==> config.mk <==
export PLATFORM = sky130hd
export DESIGN_NAME = data_sram_bridge
export DESIGN_NICKNAME = d
export VERILOG_FILES = /design/src/rtl/data_sram_bridge_pkg.sv /design/src/rtl/dmem_size_decode.sv /design/src/rtl/data_sram_bridge.sv
export SDC_FILE = /design/constraint.sdc
export NUM_CORES = 1
export LEC_CHECK = 0
export CAP_MARGIN = 30
export CELL_PAD_IN_SITES_DETAIL_PLACEMENT = 0
export CELL_PAD_IN_SITES_GLOBAL_PLACEMENT = 2
export CORE_MARGIN = 1.5
export CORE_UTILIZATION = 15
export DETAILED_ROUTE_END_ITERATION = 6
export HOLD_SLACK_MARGIN = 0.05
export PLACE_DENSITY = 0.88
export SLEW_MARGIN = 10
export SYNTH_ARGS = -nofsm -noshare
export SYNTH_HDL_FRONTEND = slang
export SYNTH_SLANG_ARGS = --single-unit
export TNS_END_PERCENT = 100
==> constraint.sdc <==
create_clock -name clk -period 2.1 [get_ports clk]
set_clock_uncertainty 0.05 [all_clocks]
set_input_delay 0.63 -clock clk [delete_from_list [all_inputs] [get_ports clk]]
set_output_delay 0.63 -clock clk [all_outputs]
set_load 0.03 [all_outputs]
==> src/rtl/data_sram_bridge_pkg.sv <==
// Shared types and constants for the data-side SRAM bridge: FSM encoding,
// bus size codes, size-decode result and the kseg0/kseg1 window helpers.
package data_sram_bridge_pkg;

  typedef enum logic [1:0] {
    ST_IDLE = 2'd0,
    ST_REQ  = 2'd1,
    ST_WAIT = 2'd2,
    ST_DONE = 2'd3
  } bridge_state_t;

  localparam logic [1:0] SIZE_BYTE = 2'd0;
  localparam logic [1:0] SIZE_HALF = 2'd1;
  localparam logic [1:0] SIZE_WORD = 2'd2;

  localparam logic [31:0] KSEG_BASE  = 32'h8000_0000;
  localparam logic [31:0] KSEG_LIMIT = 32'hBFFF_FFFF;

  typedef struct packed {
    logic       wr;
    logic [1:0] size;
    logic [1:0] lane;
  } size_dec_t;

  function automatic logic in_kseg01(input logic [31:0] addr);
    return (addr >= KSEG_BASE) && (addr <= KSEG_LIMIT);
  endfunction

  // Unmapped segments drop the top three bits to reach physical space.
  function automatic logic [31:0] kseg_strip(input logic [31:0] addr);
    return {3'b000, addr[28:0]};
  endfunction

endpackage

==> src/rtl/dmem_size_decode.sv <==
// Byte-enable decoder: maps MemWenM to bus direction, transfer size and the
// low two address bits. Reads always go out as aligned words.
module dmem_size_decode
  import data_sram_bridge_pkg::*;
(
  input  logic [3:0] wen,
  output size_dec_t  dec
);

  // Pure lookup; unrecognised enable patterns fall back to a full word.
  always_comb begin
    dec.wr   = 1'b1;
    dec.size = SIZE_WORD;
    dec.lane = 2'b00;
    case (wen)
      4'b0000: begin dec.wr = 1'b0; dec.size = SIZE_WORD; dec.lane = 2'b00; end
      4'b1111: begin dec.size = SIZE_WORD; dec.lane = 2'b00; end
      4'b0011: begin dec.size = SIZE_HALF; dec.lane = 2'b00; end
      4'b1100: begin dec.size = SIZE_HALF; dec.lane = 2'b10; end
      4'b0001: begin dec.size = SIZE_BYTE; dec.lane = 2'b00; end
      4'b0010: begin dec.size = SIZE_BYTE; dec.lane = 2'b01; end
      4'b0100: begin dec.size = SIZE_BYTE; dec.lane = 2'b10; end
      4'b1000: begin dec.size = SIZE_BYTE; dec.lane = 2'b11; end
      default: begin dec.size = SIZE_WORD; dec.lane = 2'b00; end
    endcase
  end

endmodule

==> src/rtl/data_sram_bridge.sv <==
// MEM-stage to data SRAM-like bus bridge: one outstanding req/addr_ok/data_ok
// transaction, pipeline stall while busy. Optional macro DMEM_KSEG_MAP_EN.
module data_sram_bridge
  import data_sram_bridge_pkg::*;
(
  input  logic        clk,
  input  logic        rst,
  input  logic        MemEnableM,
  input  logic [3:0]  MemWenM,
  input  logic [31:0] MemAddrM,
  input  logic [31:0] TWriteDataM,
  input  logic        ExceptDealM,
  input  logic        PipeStall,
  output logic [31:0] ReadDataM,
  output logic        MemStallM,
  output logic        data_req,
  output logic        data_wr,
  output logic [1:0]  data_size,
  output logic [31:0] data_addr,
  output logic [31:0] data_wdata,
  input  logic        data_addr_ok,
  input  logic        data_data_ok,
  input  logic [31:0] data_rdata
);

  bridge_state_t state_r;
  logic          discard_r;
  logic          issue_s;
  logic          cancel_s;
  size_dec_t     dec_s;
  logic [31:0]   phys_addr_s;

  dmem_size_decode u_size_decode (
    .wen (MemWenM),
    .dec (dec_s)
  );

  assign issue_s  = MemEnableM & ~ExceptDealM;
  // A cancel seen in the completing cycle discards the result just the same.
  assign cancel_s = discard_r | ExceptDealM;

`ifdef DMEM_KSEG_MAP_EN
  assign phys_addr_s = in_kseg01(MemAddrM) ? kseg_strip(MemAddrM) : MemAddrM;
`else
  assign phys_addr_s = MemAddrM;
`endif

  // Bus-side outputs follow the held MEM inputs; forced to zero under reset.
  always_comb begin
    data_req   = 1'b0;
    MemStallM  = 1'b0;
    data_wr    = 1'b0;
    data_size  = SIZE_BYTE;
    data_addr  = 32'd0;
    data_wdata = 32'd0;
    if (rst) begin
      data_req   = 1'b0;
      MemStallM  = 1'b0;
    end else begin
      data_req   = ((state_r == ST_IDLE) && issue_s) || (state_r == ST_REQ);
      MemStallM  = ((state_r == ST_IDLE) && issue_s) || (state_r == ST_REQ) ||
                   (state_r == ST_WAIT);
      data_wr    = dec_s.wr;
      data_size  = dec_s.size;
      data_addr  = (phys_addr_s & 32'hFFFF_FFFC) | {30'd0, dec_s.lane};
      data_wdata = TWriteDataM;
    end
  end

  // Transaction FSM; ReadDataM only moves on entry to DONE.
  always_ff @(posedge clk or posedge rst) begin
    if (rst) begin
      state_r   <= ST_IDLE;
      discard_r <= 1'b0;
      ReadDataM <= 32'd0;
    end else begin
      case (state_r)
        ST_IDLE: begin
          discard_r <= 1'b0;
          if (issue_s) begin
            if (data_addr_ok && data_data_ok) begin
              state_r   <= ST_DONE;
              ReadDataM <= data_rdata;
            end else if (data_addr_ok) begin
              state_r <= ST_WAIT;
            end else begin
              state_r <= ST_REQ;
            end
          end else begin
            state_r <= ST_IDLE;
          end
        end
        ST_REQ: begin
          if (data_addr_ok && data_data_ok) begin
            discard_r <= 1'b0;
            if (cancel_s) begin
              state_r <= ST_IDLE;
            end else begin
              state_r   <= ST_DONE;
              ReadDataM <= data_rdata;
            end
          end else if (data_addr_ok) begin
            state_r   <= ST_WAIT;
            discard_r <= cancel_s;
          end else begin
            state_r   <= ST_REQ;
            discard_r <= cancel_s;
          end
        end
        ST_WAIT: begin
          if (data_data_ok) begin
            discard_r <= 1'b0;
            if (cancel_s) begin
              state_r <= ST_IDLE;
            end else begin
              state_r   <= ST_DONE;
              ReadDataM <= data_rdata;
            end
          end else begin
            state_r   <= ST_WAIT;
            discard_r <= cancel_s;
          end
        end
        ST_DONE: begin
          discard_r <= 1'b0;
          if (!PipeStall) begin
            state_r <= ST_IDLE;
          end else begin
            state_r <= ST_DONE;
          end
        end
        default: begin
          state_r   <= ST_IDLE;
          discard_r <= 1'b0;
        end
      endcase
    end
  end

endmodule
==> results.md <==
- Outcome: finished with violations
- Failing checks: negative setup slack
- Die area: 14800 um^2
- Slew Viols, Final: 0
- FF-to-FF End: ReadDataM[31]$_DFFE_PP0P_
- Critical-path top delay cell: clkdlybuf4s50_1
- CP top delay family: buffers and inverters
- Via count: 2352
- Grt total ovfl: 0
- GP Congestion: 0.771
- Syn nets: between 300 and 400
- Share of layout cells above drive strength 1: 0.479
- Worst relative slew slack: 0.695
- Via density: 3.86
- Fin worst setup slack: -0.00775 ns
- Routed wire per std cell: approximately 15 um
- Crit Path Category: in2out
- Antenna violations before repair: 0
- Worst-path cell chain: clkdlybuf4s50_1 -> nor2b_4 -> buf_6 -> buf_12
- RSZ-0062 raised after global routing: true
- Iteration-0 DRC count of the detailed router: 26
- Clock-pin slew on the worst setup and hold paths: approximately 0.05 ns
- Ant. Diodes: 0
- I/O Buffers: 205
- Worst path depth: 4
- Min-delay src: ReadDataM[29]$_DFFE_PP0P_
- Hold path endpoint: ReadDataM[29]$_DFFE_PP0P_
- First-pass GRT wire length: 12.8 mm
- RR Startpoint: state_r[0]$_DFF_PP0_
- Cells after synthesis: ~190
- PwrDens: 1080 nW/um^2
- GRT Total Usage: 0.113
- Hold path depth: 1
- # setup viols final: 2
- Pre-CTS WS: -0.487 ns
- Synth unique cells: 24
- Period utilization: 1.00
- Largest net degree at the start of global routing: 46
- Crit path max fanout: 1
- ANT nets after route: 0
- Maximum VDD drop: ~0.8 mV
- Warnings, synthesis: 0
- Max-cap violations: 0
- Root Driver: clkbuf_16
- Vias in the first global route: 2422
- Crit path DAT: 1.43 ns
- DR pass1 iterations: 4
- I/O pin total: 208
- H-tree depth: 2
- Crit end category: output port
- Clock latency at the later pin of the worst-skew pair: about 0.27 ns
- Largest stage delay, worst path: 0.46 ns
- Worst-margin pin slew: approximately 0.46 ns
- Clock Tree Buf Depth: 2
- Detailed Route WL: 9.12 mm
- Sequential share of the synthesized area: 0.414
- Max Freq: around 470 MHz
- Slack of the worst reg-to-reg path: 0.12 ns
- Starting density of the core: 0.153
- Die Span Y: 122 um
- Final #Nets: 543
- Placeable core area: 13800 um^2
- Fillers: ~1400
- Avg Inst Size Synth: around 11 um^2
- Final HPWL DP: 7.22 mm
- Clk sinks: 35
- Buf/Inv on CP: 3
- Die extent in x: 122 um
- Endpoints failing hold: 0
- TritonCTS buffer count: 5
- Total Power: 5770 uW
- Row count: 43
- Crit path launch type: input port
- Worst hold path type: reg2reg
- Path depth of the worst reg2reg path: 8
- Final min period: 2.11 ns
- Leak pwr: 0.00242 uW
- CTS tree: built
- Worst EP required: 1.42 ns
- Mapped cell area: 2110 um^2
- Synth Register Bits: 35
- Drt drc: 0
- Growth of design area from synthesis to finish: 152%
## cells by family (layout without fill, tap and decap cells)
logic type                 Yosys count  in the layout  share of synthesized area
DFF                                 35             35                      0.414
adders and majority gates            7              7                     0.0414
muxes                               32             32                      0.224
buffers and inverters               17            260                     0.0409
and+or+nand+nor                     77             77                      0.217
xor gates and xnor gates             2              2                    0.00829
AOI/OAI and AO/OA                   17             17                     0.0545
## state kept, by name, indices dropped and copies added, names as in the netlist
register   count
state_r        2
ReadDataM     32
discard_r      1
## cell usage in the layout (no fill, tap or decap), drive strengths merged, types with 2 or more instances in the layout
cell | netlist | final
nand2 | 3 | 3
nand3 | 3 | 3
a21oi | 8 | 8
inv | 7 | 7
buf | 3 | 113
nor2b | 63 | 63
mux2 | 32 | 32
nor2 | 5 | 5
clkdlybuf4s50 | 0 | 119
clkbuf | 7 | 8
o21ai | 5 | 5
dfrtp | 35 | 35
ha | 7 | 7
nor4 | 2 | 2
dlygate4sd2 | 0 | 10
## metrics by stage
stage / std cells / utilization / TNS, ns / hold slack, ns / instance area (um^2)
2_1_floorplan: 187 / - / -0.321 / 0.468 / 2130
3_3_place_gp: 594 / 0.347 / -12.11 / 0.446 / 4790
3_5_place_dp: 594 / 0.347 / -12.91 / 0.445 / 4790
4_1_cts: 605 / 0.374 / -0.234 / 0.463 / 5170
5_1_grt: 610 / 0.385 / -0.292 / 0.477 / 5330
6_report: 610 / 0.385 / -0.0140 / 0.456 / 5330
## worst max-delay path by stage
stage	startpoint	end	slack, ns
2_1_floorplan	rst	data_addr[0]	-0.09
5_1_grt	MemWenM[3]	data_addr[0]	-0.05
3_3_place_gp	MemWenM[2]	data_addr[1]	-0.50
4_1_cts	MemAddrM[5]	data_addr[5]	-0.04
6_report	MemAddrM[5]	data_addr[5]	-0.008
3_5_place_dp	MemWenM[1]	data_size[0]	-0.49
## cell usage after synthesis (all sizes together)
library cell	n	area share
nor2b	63	0.19
dfrtp	35	0.41
mux2	32	0.22
a21oi	8	0.021
clkbuf	7	0.012
ha	7	0.041
inv	7	0.012
nor2	5	0.0089
o21ai	5	0.012
buf	3	0.016
nand2	3	0.0053
nand3	3	0.0071
nor4	2	0.0059
a2111oi	1	0.0041
and2	1	0.0030
o2111ai	1	0.0071
o211a	1	0.0047
o22ai	1	0.0059
xnor2	1	0.0041
xor2	1	0.0041
## metal layers
| metal | up-vias | wire [um] | GRT usage |
|---|---|---|---|
| met2 | 143 | 4630 | 0.209 |
| met5 | - | 0 | 0 |
| met4 | 0 | 216 | 0.0382 |
| met1 | 1100 | 3360 | 0.124 |
| met3 | 11 | 916 | 0.0323 |
| li1 | 1098 | - | - |
## layout make-up
class,count,area [um^2],share of cell area
Clock buffer,6,129,0.0242
Clock inverter,2,12.5,0.00235
Inverter,7,26.3,0.00493
Multi-Input combinational cell,135,1450,0.271
Sequential cell,35,877,0.165
Tap cell,180,225,0.0423
Timing Repair Buffer,245,2610,0.490
## where the power goes
group          internal, uW  total, uW  leakage, uW  switching, uW
combinational          2090       3810      0.00194           1720
clock                   437        705    0.0000669            268
sequential             1040       1260     0.000414            222
total                  3560       5770      0.00242           2210
## repair_timing
| item | CTS | global route |
|---|---|---|
| buffers inserted | 5 | 4 |
| hold buffers | 0 | 0 |
| pin swaps | 10 | 3 |
| setup endpoints to repair | 60 | 39 |
| gates cloned | 0 | 1 |
| gates resized for setup | 89 | 33 |
(Power assumes the default switching activity.)
